File: src/rtl/fetch_sequencer.sv
// IF-stage fetch sequencer: owns the IF program counter and fetches over a
// variable-latency instruction-memory port with a single outstanding request.
module fetch_sequencer #(
  parameter logic [31:0] RESET_PC  = 32'h0000_0000,
  parameter logic [31:0] NOP_INSTR = 32'h0000_0013,
  parameter int          CNT_W     = 16
) (
  input  logic             clk,
  input  logic             rst,
  input  logic [31:0]      next_pc,
  input  logic             redirect,
  input  logic             stall,
  output logic             imem_req,
  output logic [31:0]      imem_addr,
  input  logic             imem_gnt,
  input  logic             imem_rvalid,
  input  logic [31:0]      imem_rdata,
  output logic [31:0]      IF_pc,
  output logic [31:0]      IF_instr,
  output logic             IF_valid,
  output logic [CNT_W-1:0] bubble_count
);

  typedef enum logic [2:0] {
    ST_BOOT,
    ST_REQ,
    ST_WAIT,
    ST_HOLD,
    ST_DRAIN
  } state_t;

  state_t            state_q, state_d;
  logic [31:0]       pc_q;
  logic [31:0]       instr_q;
  logic [CNT_W-1:0]  bubble_q;
  logic              load_pc;
  logic              capture;
  logic [31:0]       aligned_pc;

  assign aligned_pc = next_pc & 32'hFFFF_FFFC;

  always_comb begin
    state_d = state_q;
    load_pc = 1'b0;
    capture = 1'b0;
    unique case (state_q)
      ST_BOOT: state_d = ST_REQ;
      ST_REQ: begin
        load_pc = redirect;
        // An accepted request whose address was just redirected must be drained.
        if (imem_gnt) state_d = redirect ? ST_DRAIN : ST_WAIT;
      end
      ST_WAIT: begin
        load_pc = redirect;
        if (imem_rvalid) begin
          state_d = redirect ? ST_REQ : ST_HOLD;
          capture = !redirect;
        end else if (redirect) begin
          state_d = ST_DRAIN;
        end
      end
      ST_HOLD: begin
        if (redirect || !stall) begin
          load_pc = 1'b1;
          state_d = ST_REQ;
        end
      end
      ST_DRAIN: begin
        load_pc = redirect;
        if (imem_rvalid) state_d = ST_REQ;
      end
      default: state_d = ST_BOOT;
    endcase
  end

  always_ff @(posedge clk or posedge rst) begin
    if (rst) begin
      state_q  <= ST_BOOT;
      pc_q     <= RESET_PC;
      instr_q  <= NOP_INSTR;
      bubble_q <= '0;
    end else begin
      state_q <= state_d;
      if (load_pc) pc_q <= aligned_pc;
      if (capture) instr_q <= imem_rdata;
      if (state_q != ST_BOOT && state_q != ST_HOLD && bubble_q != {CNT_W{1'b1}})
        bubble_q <= bubble_q + CNT_W'(1);
    end
  end

  assign imem_req     = (state_q == ST_REQ);
  assign imem_addr    = pc_q;
  assign IF_pc        = pc_q;
  assign IF_valid     = (state_q == ST_HOLD);
  assign IF_instr     = (state_q == ST_HOLD) ? instr_q : NOP_INSTR;
  assign bubble_count = bubble_q;

endmodule

File: config.mk
export PLATFORM = sky130hd
export DESIGN_NAME = fetch_sequencer
export DESIGN_NICKNAME = d
export VERILOG_FILES = /design/src/rtl/fetch_sequencer.sv
export SDC_FILE = /design/constraint.sdc
export NUM_CORES = 1
export LEC_CHECK = 0
export CAP_MARGIN = 20
export CELL_PAD_IN_SITES_DETAIL_PLACEMENT = 1
export CELL_PAD_IN_SITES_GLOBAL_PLACEMENT = 1
export CORE_AREA = 5 5 135 98
export DETAILED_ROUTE_END_ITERATION = 7
export DIE_AREA = 0 0 140 103
export HOLD_SLACK_MARGIN = 0.03
export PLACE_DENSITY = 0.87
export SYNTH_ARGS = -nofsm -noshare
export SYNTH_HDL_FRONTEND = slang
export SYNTH_SLANG_ARGS = --single-unit
File: constraint.sdc
create_clock -name clk -period 6.2 [get_ports clk]
set_input_delay 0.93 -clock clk [delete_from_list [all_inputs] [get_ports clk]]
set_output_delay 0.93 -clock clk [all_outputs]
set_load 0.05 [all_outputs]
==> results of run 1 <==
registers in the layout, summed over array words and instances (netlist names):
signal / count
IF_pc: 30
bubble_count: 16
instr_q: 32
state_q: 3
routing by layer:
layer | vias up | share of wire | track usage
li1 | 1320 | - | -
met1 | 1428 | 0.43 | 0.177
met2 | 119 | 0.48 | 0.249
met3 | 6 | 0.090 | 0.0672
met4 | 0 | 0.0065 | 0.0283
met5 | - | 0 | 0
kinds of logic (layout without fill, tap and decap cells):
logic type	after synthesis	after routing	share of synthesized area
flip-flops	81	81	0.519
multiplexers	64	64	0.185
adder cells (fa/ha/maj)	1	1	0.00320
AND/OR/NAND/NOR	83	83	0.129
XOR/XNOR	15	15	0.0384
AO/OA/AOI/OAI	15	15	0.0285
buffers and inverters	53	202	0.0965
other	1	4	0.000958
layout make-up:
| class | instances | area, um2 | area share |
|---|---|---|---|
| clock buffer | 12 | 246 | 0.0417 |
| tap | 162 | 203 | 0.0343 |
| timing repair buffer | 181 | 1830 | 0.310 |
| multi-input combinational | 182 | 1530 | 0.259 |
| inverter | 5 | 20.0 | 0.00339 |
| sequential | 81 | 2030 | 0.344 |
| clock inverter | 4 | 45.0 | 0.00762 |
cells in the mapped netlist (4+ instances only):
cell / instances
and2_1: 29
buf_4: 37
buf_6: 5
clkbuf_1: 4
dfrtp_1: 78
inv_1: 5
mux2_1: 4
mux2_2: 59
nand2_1: 10
nand3_1: 4
nor2_1: 7
nor3_1: 8
o21ai_0: 5
xor2_1: 13
worst paths after layout:
kind / end / slack [ns] / cells after the start
worst max-delay path: IF_instr[25] / 2.73 / 4
worst min-delay path: instr_q[25] / 0.50 / 1
worst max register to register: IF_pc[6] / 3.84 / 4
worst min register to register: instr_q[25] / 0.50 / 1
max in group asynchronous: instr_q[1] / 4.47 / 4
min in group asynchronous: IF_pc[17] / 1.05 / 3
power breakdown:
part / internal, uW / switching [uW] / leakage, uW / total, uW
logic: 820 / 1370 / 0.00137 / 2190
clock network: 321 / 201 / 0.000146 / 522
registers: 771 / 200 / 0.000991 / 972
worst max-delay path, stage by stage, from the launching register on:
cell and delay (ns):
dfrtp_1 0.55, and3b_1 0.49, buf_16 0.20, and2_1 0.14, clkdlybuf4s50_1 0.82
stage by stage:
stage / power (uW) / util / std cells / setup slack, ns / instance area, um2
4_1_cts: 3720 / 0.489 / 625 / 2.23 / 5860
2_1_floorplan: 2590 / - / 316 / 3.19 / 3930
3_3_place_gp: 3100 / 0.464 / 609 / 2.69 / 5570
3_5_place_dp: 3180 / 0.464 / 609 / 2.58 / 5570
5_1_grt: 3870 / 0.493 / 627 / 2.56 / 5910
6_report: 3690 / 0.493 / 627 / 2.73 / 5910
==> out/qor.yml, run 1 <==
status:
  status: "finished clean"
sta:
  slew_violations: 0
  post-route-period-util: 0.560
  whs_ns: 0.496
  finalHoldViolations: 0
  setup_viol: 0
  rsz0062_at_grt: "no"
  fin_crit_ns: 3.47
  clock.fmax_mhz: 288
  setup_tns_ns: 0
  fin_skew_ns: 0.00379
  tightest_slew_ns: 1.06
  slew_headroom: 0.291
clock_network:
  cts_sinks: 81
  clk_pin_slew_ns: 0.06
  cts_max_level: 3
  cts_tree: "built"
  post-cts-setup-buffers: 0
  cts_hold_buf: 0
  root_buffer: "clkbuf_16"
  cts_made_buffers: 9
  clockBufferDepth: 2
  post_cts_resized: 0
  clk_latency_ns: 0.32
hold_path:
  hp-class: "flop to flop"
  min_from: "instr_q[25]"
synth:
  synth_edf_count: 0
  syn_inst: 313
  synthTopCellsByArea: "dfrtp_1 50%, mux2_2 17%, buf_4 7.1%"
  synth_top_area_frac: 0.499
  synth_seq_cells: 81
  syn_area_mm2: 0.00391
  yosys_warnings: 0
  synth.avg_cell_area_um2: 12.5
  yosysTopAreaCell: "dfrtp_1"
  synth.distinct_cells: 42
  ys_async_sr_fraction: 1.00
  synth_ff_type: "dfrtp_1"
  seq_area_frac_synth: 0.519
drt:
  drtIter0Drc: 131
  drc: 0
  wire_per_inst_um: 17.4
  via_per_inst: 4.58
  routed_wl_um: 10900
  vias: 2873
  final_antenna_net_count: 0
  firstDrtPassIters: 4
floorplan:
  fp.dieArea_mm2: 0.0144
  die_x_um: 140
  die_h_um: 103
  ios: 184
  coreArea_mm2: 0.0120
  std_cell_rows: 34
  initial_core_util: 0.326
global_route:
  grt_first_pass_wirelength_um: 17000
  grt_overflow_total: 0
  antenna_found_initial: 0
  grt_max_degree: 82
  grt_pass1_vias: 3161
  grt_usage: 0.148
critical_path:
  startpoint_type: "flop"
  critPathLaunch: "state_q[2]"
  cp.required_ns: 5.27
  path_class: "flop to primary output"
  critical_path_peak_fanout: 29
  critPathCaptureType: "primary output"
  critical_path_arrival_ns: 2.54
  regToRegStartpoint: "state_q[0]"
cells_and_area:
  drive_gt1_frac: 0.194
  final_common_cell: "clkdlybuf4s50_1"
  nNetsFinal: 531
  fillers: 1248
  n_antenna_cell: 0
  area_delta_synth_final_pct: 51.0
  mostFrequentLayoutCells: "177 x clkdlybuf4s50_1, 78 x dfrtp_1, 59 x mux2_2"
placement:
  portBuffers: 177
  dpl.hpwl_um: 8230
  place_congestion: 0.754
power_and_ir_drop:
  powerDensity_mw_per_mm2: 624
  ir_worst_vdd_mv: 0.358
  p_leak_uw: 0.00250
flow_run:
  maxCapViolations: 0
Note: power is estimated with default switching activity, not from simulation.
==> run 2, diff against run 1 <==
--- a/config.mk
+++ b/config.mk
@@ -8,11 +8,11 @@
 export CAP_MARGIN = 20
 export CELL_PAD_IN_SITES_DETAIL_PLACEMENT = 1
 export CELL_PAD_IN_SITES_GLOBAL_PLACEMENT = 1
-export CORE_AREA = 5 5 135 98
+export CORE_AREA = 5 5 148 107
 export DETAILED_ROUTE_END_ITERATION = 7
-export DIE_AREA = 0 0 140 103
+export DIE_AREA = 0 0 153 112
 export HOLD_SLACK_MARGIN = 0.03
-export PLACE_DENSITY = 0.87
+export PLACE_DENSITY = 0.77
 export SYNTH_ARGS = -nofsm -noshare
 export SYNTH_HDL_FRONTEND = slang
 export SYNTH_SLANG_ARGS = --single-unit
==> constraint.sdc (replaced) <==
create_clock -name clk -period 3.1 [get_ports clk]
set_input_delay 0.465 -clock clk [delete_from_list [all_inputs] [get_ports clk]]
set_output_delay 0.465 -clock clk [all_outputs]
set_load 0.05 [all_outputs]
==> run 2 against run 1 <==
Effect of this change:
- utilization decreased by 8.4 points
- critical path type unchanged
- worst setup slack got worse by 2.2 ns
- highest routed layer unchanged
- cell count increased by 5.4%
- register-to-register slack got worse by 2.8 ns
- flip-flop and latch count unchanged
- first-iteration DRC count decreased by 24%
==> out/qor.yml, run 2 (same netlist as run 1, synthesis figures left out) <==
clock_network:
  cts_max_level: 3  # unchanged
  cts_made_buffers: 9  # unchanged
  root_buffer: "clkbuf_16"
  cts_sinks: 81  # unchanged
  cts_hold_buf: 0  # unchanged
  post-cts-setup-buffers: 0  # unchanged
  cts_tree: "built"
  clockBufferDepth: 2  # unchanged
  clk_latency_ns: 0.33  # about the same
  clk_pin_slew_ns: 0.06  # about the same
  post_cts_resized: 0  # unchanged
critical_path:
  regToRegStartpoint: "state_q[2]"
  path_class: "flop to primary output"
  critical_path_peak_fanout: 13  # -55%
  critical_path_arrival_ns: 2.14  # -0.40 ns
  cp.required_ns: 2.63  # -2.64 ns
  critPathLaunch: "state_q[2]"
  startpoint_type: "flop"
  critPathCaptureType: "primary output"
global_route:
  grt_usage: 0.129  # -0.0182
  grt_max_degree: 38  # -54%
  grt_first_pass_wirelength_um: 18100  # +6.4%
  antenna_found_initial: 0  # unchanged
  grt_pass1_vias: 3300  # +4.4%
  grt_overflow_total: 0  # unchanged
cells_and_area:
  final_util: 0.409  # -0.0839
  final_common_cell: "clkdlybuf4s50_1"
  n_antenna_cell: 0  # unchanged
  mostFrequentLayoutCells: "147 x clkdlybuf4s50_1, 78 x dfrtp_1, 59 x mux2_2"
  fillers: 1526  # +22%
  drive_gt1_frac: 0.258  # +0.0640
  top_register: "instr_q"
  stdcell_count: 661  # +5.4%
  area_delta_synth_final_pct: 49.9
  nNetsFinal: 532  # +0.19%
  largest_reg_flops: 32  # unchanged
drt:
  via_per_inst: 4.38  # -4.4%
  routed_wl_um: 10900  # about the same
  drtIter0Drc: 100  # -24%
  wire_per_inst_um: 16.5  # -5.2%
  final_antenna_net_count: 0  # unchanged
  drc: 0  # unchanged
  vias: 2897  # +0.84%
  firstDrtPassIters: 3  # -1
floorplan:
  fp.dieArea_mm2: 0.0171  # +19%
  coreArea_mm2: 0.0144  # +20%
  initial_core_util: 0.273  # -0.0535
  die_x_um: 153  # +9.3%
  ios: 184  # unchanged
  std_cell_rows: 37  # +8.8%
  die_h_um: 112  # +8.7%
sta:
  slew_headroom: 0.521  # +0.230
  fin_skew_ns: 0.00491  # +0.00112 ns
  rsz0062_at_grt: "no"
  finalHoldViolations: 0  # unchanged
  setup_tns_ns: 0  # unchanged
  fin_crit_ns: 2.61
  timing.final.ws_setup_ns: 0.493  # -2.24 ns
  post-route-period-util: 0.841
  clock.fmax_mhz: 384
  setup_viol: 0  # unchanged
  tightest_slew_ns: 0.710  # -0.354 ns
  slew_violations: 0  # unchanged
hold_path:
  hp-class: "flop to flop"
  min_from: "instr_q[23]"
flow_run:
  maxCapViolations: 0  # unchanged
placement:
  dp.cells: 645  # +5.9%
  portBuffers: 177  # unchanged
  place_congestion: 0.725  # -3.8%
  dpl.hpwl_um: 8400  # +2.1%
  place_ws_ns: 0.708  # -1.88 ns
status:
  status: "finished clean"
power_and_ir_drop:
  ir_worst_vdd_mv: 0.420  # +17%
  powerDensity_mw_per_mm2: 1260  # +100%
  p_leak_uw: 0.00256  # +2.3%
[run 2: where the power goes]
part,internal [uW],switching [uW]
Combinational,1600,2720
Clock,704,413
Sequential,1540,389
[run 2: layout make-up]
cell class,count,area (um2),share of cell area
inverters,5,20.0,0.00341
multi-input cells,182,1530,0.261
flip-flops and latches,81,2030,0.346
repair buffers,182,1730,0.296
clock buffers,12,236,0.0403
well taps,195,244,0.0416
clock inverters,4,70.1,0.0119
[run 2: metrics by stage]
stage          power, uW  hold WS (ns)  cell area [um2]
3_3_place_gp        6210         0.465             5560
3_5_place_dp        6330         0.480             5560
5_1_grt             7770         0.505             5870
4_1_cts             7500         0.494             5870
2_1_floorplan       5190         0.456             3930
6_report            7370         0.489             5870
[run 2: worst paths after layout]
kind | depth (start not counted) | to | slack [ns]
worst max-delay path | 3 | IF_instr[4] | 0.49
worst max register to register | 5 | state_q[1] | 1.06
worst min-delay path | 1 | instr_q[23] | 0.49
min in group asynchronous | 2 | IF_pc[13] | 0.53
worst min register to register | 1 | instr_q[23] | 0.49
max in group asynchronous | 3 | IF_pc[17] | 1.79
[run 2: worst max-delay path, stage by stage, from the launching register on]
cell and delay [ns]:
dfrtp_1 0.61, and3b_1 0.30, nand2b_1 0.10, clkdlybuf4s50_1 0.81
[run 2: layer usage]
layer  GRT usage  up-vias  part of all wire
met5           0        -                 0
met4      0.0267        0            0.0098
met2       0.225      112              0.49
li1            -     1326                 -
met1       0.146     1448              0.41
met3      0.0606       11             0.091
==> run 3, diff against run 2 <==
==> constraint.sdc (replaced) <==
create_clock -name clk -period 2.1 [get_ports clk]
set_input_delay 0.315 -clock clk [delete_from_list [all_inputs] [get_ports clk]]
set_output_delay 0.315 -clock clk [all_outputs]
set_load 0.05 [all_outputs]
==> run 3 against run 2 <==
Effect of this change:
- cell count down 0.15%
- global-route usage up 0.16 points
- power up 54%
- critical endpoint is now bubble_count[2]
==> out/qor.yml, run 3 (same netlist as run 1, synthesis figures left out) <==
critical_path:
  path_buf_inv: 1  # unchanged
  critical_path_arrival_ns: 1.67  # -0.47 ns
  crit_slowest_cell: "clkdlybuf4s50_1"
  regToRegStartpoint: "bubble_count[0]"
  critPathCaptureType: "primary output"
  cp.required_ns: 1.78  # -0.85 ns
  worstPathCellList: "clkdlybuf4s50_1"
  cp_top_family: "buffers and inverters"
  timing.rr.end: "bubble_count[1]"
  cpPeakStageDelay_ns: 0.86  # +0.05 ns
  startpoint_type: "flop"
  critical_path_peak_fanout: 7  # -6
  reg2regPathDepth: 5  # unchanged
  path_class: "flop to primary output"
  reg2reg_slack_ns: 0.29  # -0.77 ns
  cp.depth: 1  # -2
  critPathLaunch: "bubble_count[2]"
placement:
  dp.cells: 645  # unchanged
  dpl.hpwl_um: 8450  # +0.56%
  place_congestion: 0.758  # +4.6%
  portBuffers: 177  # unchanged
power_and_ir_drop:
  power.total_uw: 11300  # +54%
  powerDensity_mw_per_mm2: 1800  # +43%
  ir_worst_vdd_mv: 0.553  # +32%
  p_leak_uw: 0.00266  # +4.0%
floorplan:
  ios: 184  # unchanged
  std_cell_rows: 37  # unchanged
  die_h_um: 112  # unchanged
  fp.dieArea_mm2: 0.0171  # unchanged
  die_x_um: 153  # unchanged
  coreArea_mm2: 0.0144  # unchanged
  initial_core_util: 0.273  # unchanged
cells_and_area:
  drive_gt1_frac: 0.271  # +0.0135
  area_delta_synth_final_pct: 61.1
  top_register: "instr_q"
  largest_reg_flops: 32  # unchanged
  fillers: 1495  # -2.0%
  nNetsFinal: 532  # unchanged
  mostFrequentLayoutCells: "143 x clkdlybuf4s50_1, 76 x dfrtp_1, 59 x mux2_2"
  stdcell_count: 660  # -0.15%
  n_antenna_cell: 0  # unchanged
  final_common_cell: "clkdlybuf4s50_1"
global_route:
  grt_usage: 0.131  # +0.00158
  grt_pass1_vias: 3215  # -2.6%
  grt_max_degree: 82  # +120%
  antenna_found_initial: 0  # unchanged
  grt_overflow_total: 0  # unchanged
  grt_first_pass_wirelength_um: 18000  # -0.50%
flow_run:
  maxCapViolations: 0  # unchanged
status:
  status: "finished clean"
clock_network:
  clk_latency_ns: 0.33  # about the same
  post-cts-setup-buffers: 0  # unchanged
  root_buffer: "clkbuf_16"
  post_cts_resized: 1  # +1
  cts_tree: "built"
  clockBufferDepth: 2  # unchanged
  cts_max_level: 3  # unchanged
  cts_hold_buf: 0  # unchanged
  clk_pin_slew_ns: 0.06  # about the same
  cts_sinks: 81  # unchanged
  cts_made_buffers: 9  # unchanged
sta:
  fin_skew_ns: 0.00779  # +0.00289 ns
  finalHoldViolations: 0  # unchanged
  setup_tns_ns: 0  # unchanged
  fin_crit_ns: 1.99
  whs_ns: 0.472  # -0.0171 ns
  setup_viol: 0  # unchanged
  clock.fmax_mhz: 504
  slew_headroom: 0.549  # +0.0284
  tightest_slew_ns: 0.668  # -0.0421 ns
  post-route-period-util: 0.945
  slew_violations: 0  # unchanged
  rsz0062_at_grt: "no"
drt:
  routed_wl_um: 10900  # about the same
  vias: 2852  # -1.6%
  firstDrtPassIters: 4  # +1
  final_antenna_net_count: 0  # unchanged
  drc: 0  # unchanged
  drtIter0Drc: 104  # +4.0%
  via_per_inst: 4.32  # -1.4%
  wire_per_inst_um: 16.6  # +0.18%
hold_path:
  hp-class: "input pin to async pin"
==> run 3: cell types whose count changed in the layout (fill, tap and decap cells not counted), sizes merged <==
cell	change
clkinv	-2
clkdlybuf4s50	-4
buf	+4
clkinvlp	+1
==> run 3: cell type report <==
type | count | area [um2] | share of cell area
tap | 195 | 244 | 0.0387
timing repair buffer | 182 | 2160 | 0.343
multi-input combinational | 182 | 1530 | 0.243
sequential | 81 | 2030 | 0.322
clock inverter | 3 | 65.1 | 0.0103
clock buffer | 12 | 246 | 0.0391
inverter | 5 | 22.5 | 0.00357
==> run 3: layer usage <==
layer,routed length [um],GRT usage,vias up
met1,4230,0.148,1414
met5,0,0,-
li1,-,-,1316
met4,82,0.0285,0
met3,1120,0.0695,8
met2,5490,0.221,114
==> run 3: power breakdown <==
part	switching [uW]	internal, uW
clock network	587	1070
registers	566	2280
logic	4120	2720
==> run 3: worst max path at each step <==
| stage | endpoint | slack (ns) |
|---|---|---|
| floorplan | IF_instr[22] | 0.15 |
| global placement | IF_pc[29] | 0.10 |
| detailed placement | instr_q[27] | 0.06 |
| CTS | IF_instr[22] | 0.01 |
| global route | IF_instr[2] | 0.03 |
| finish | bubble_count[2] | 0.11 |
==> run 3: per-stage QoR <==
| stage | area (um2) | utilization | setup WS, ns |
|---|---|---|---|
| 5_1_grt | 6300 | 0.439 | 0.0307 |
| 6_report | 6300 | 0.439 | 0.115 |
| 3_5_place_dp | 5990 | 0.417 | 0.0580 |
| 4_1_cts | 6300 | 0.439 | 0.0145 |
| 2_1_floorplan | 3930 | - | 0.147 |
| 3_3_place_gp | 5990 | 0.417 | 0.100 |
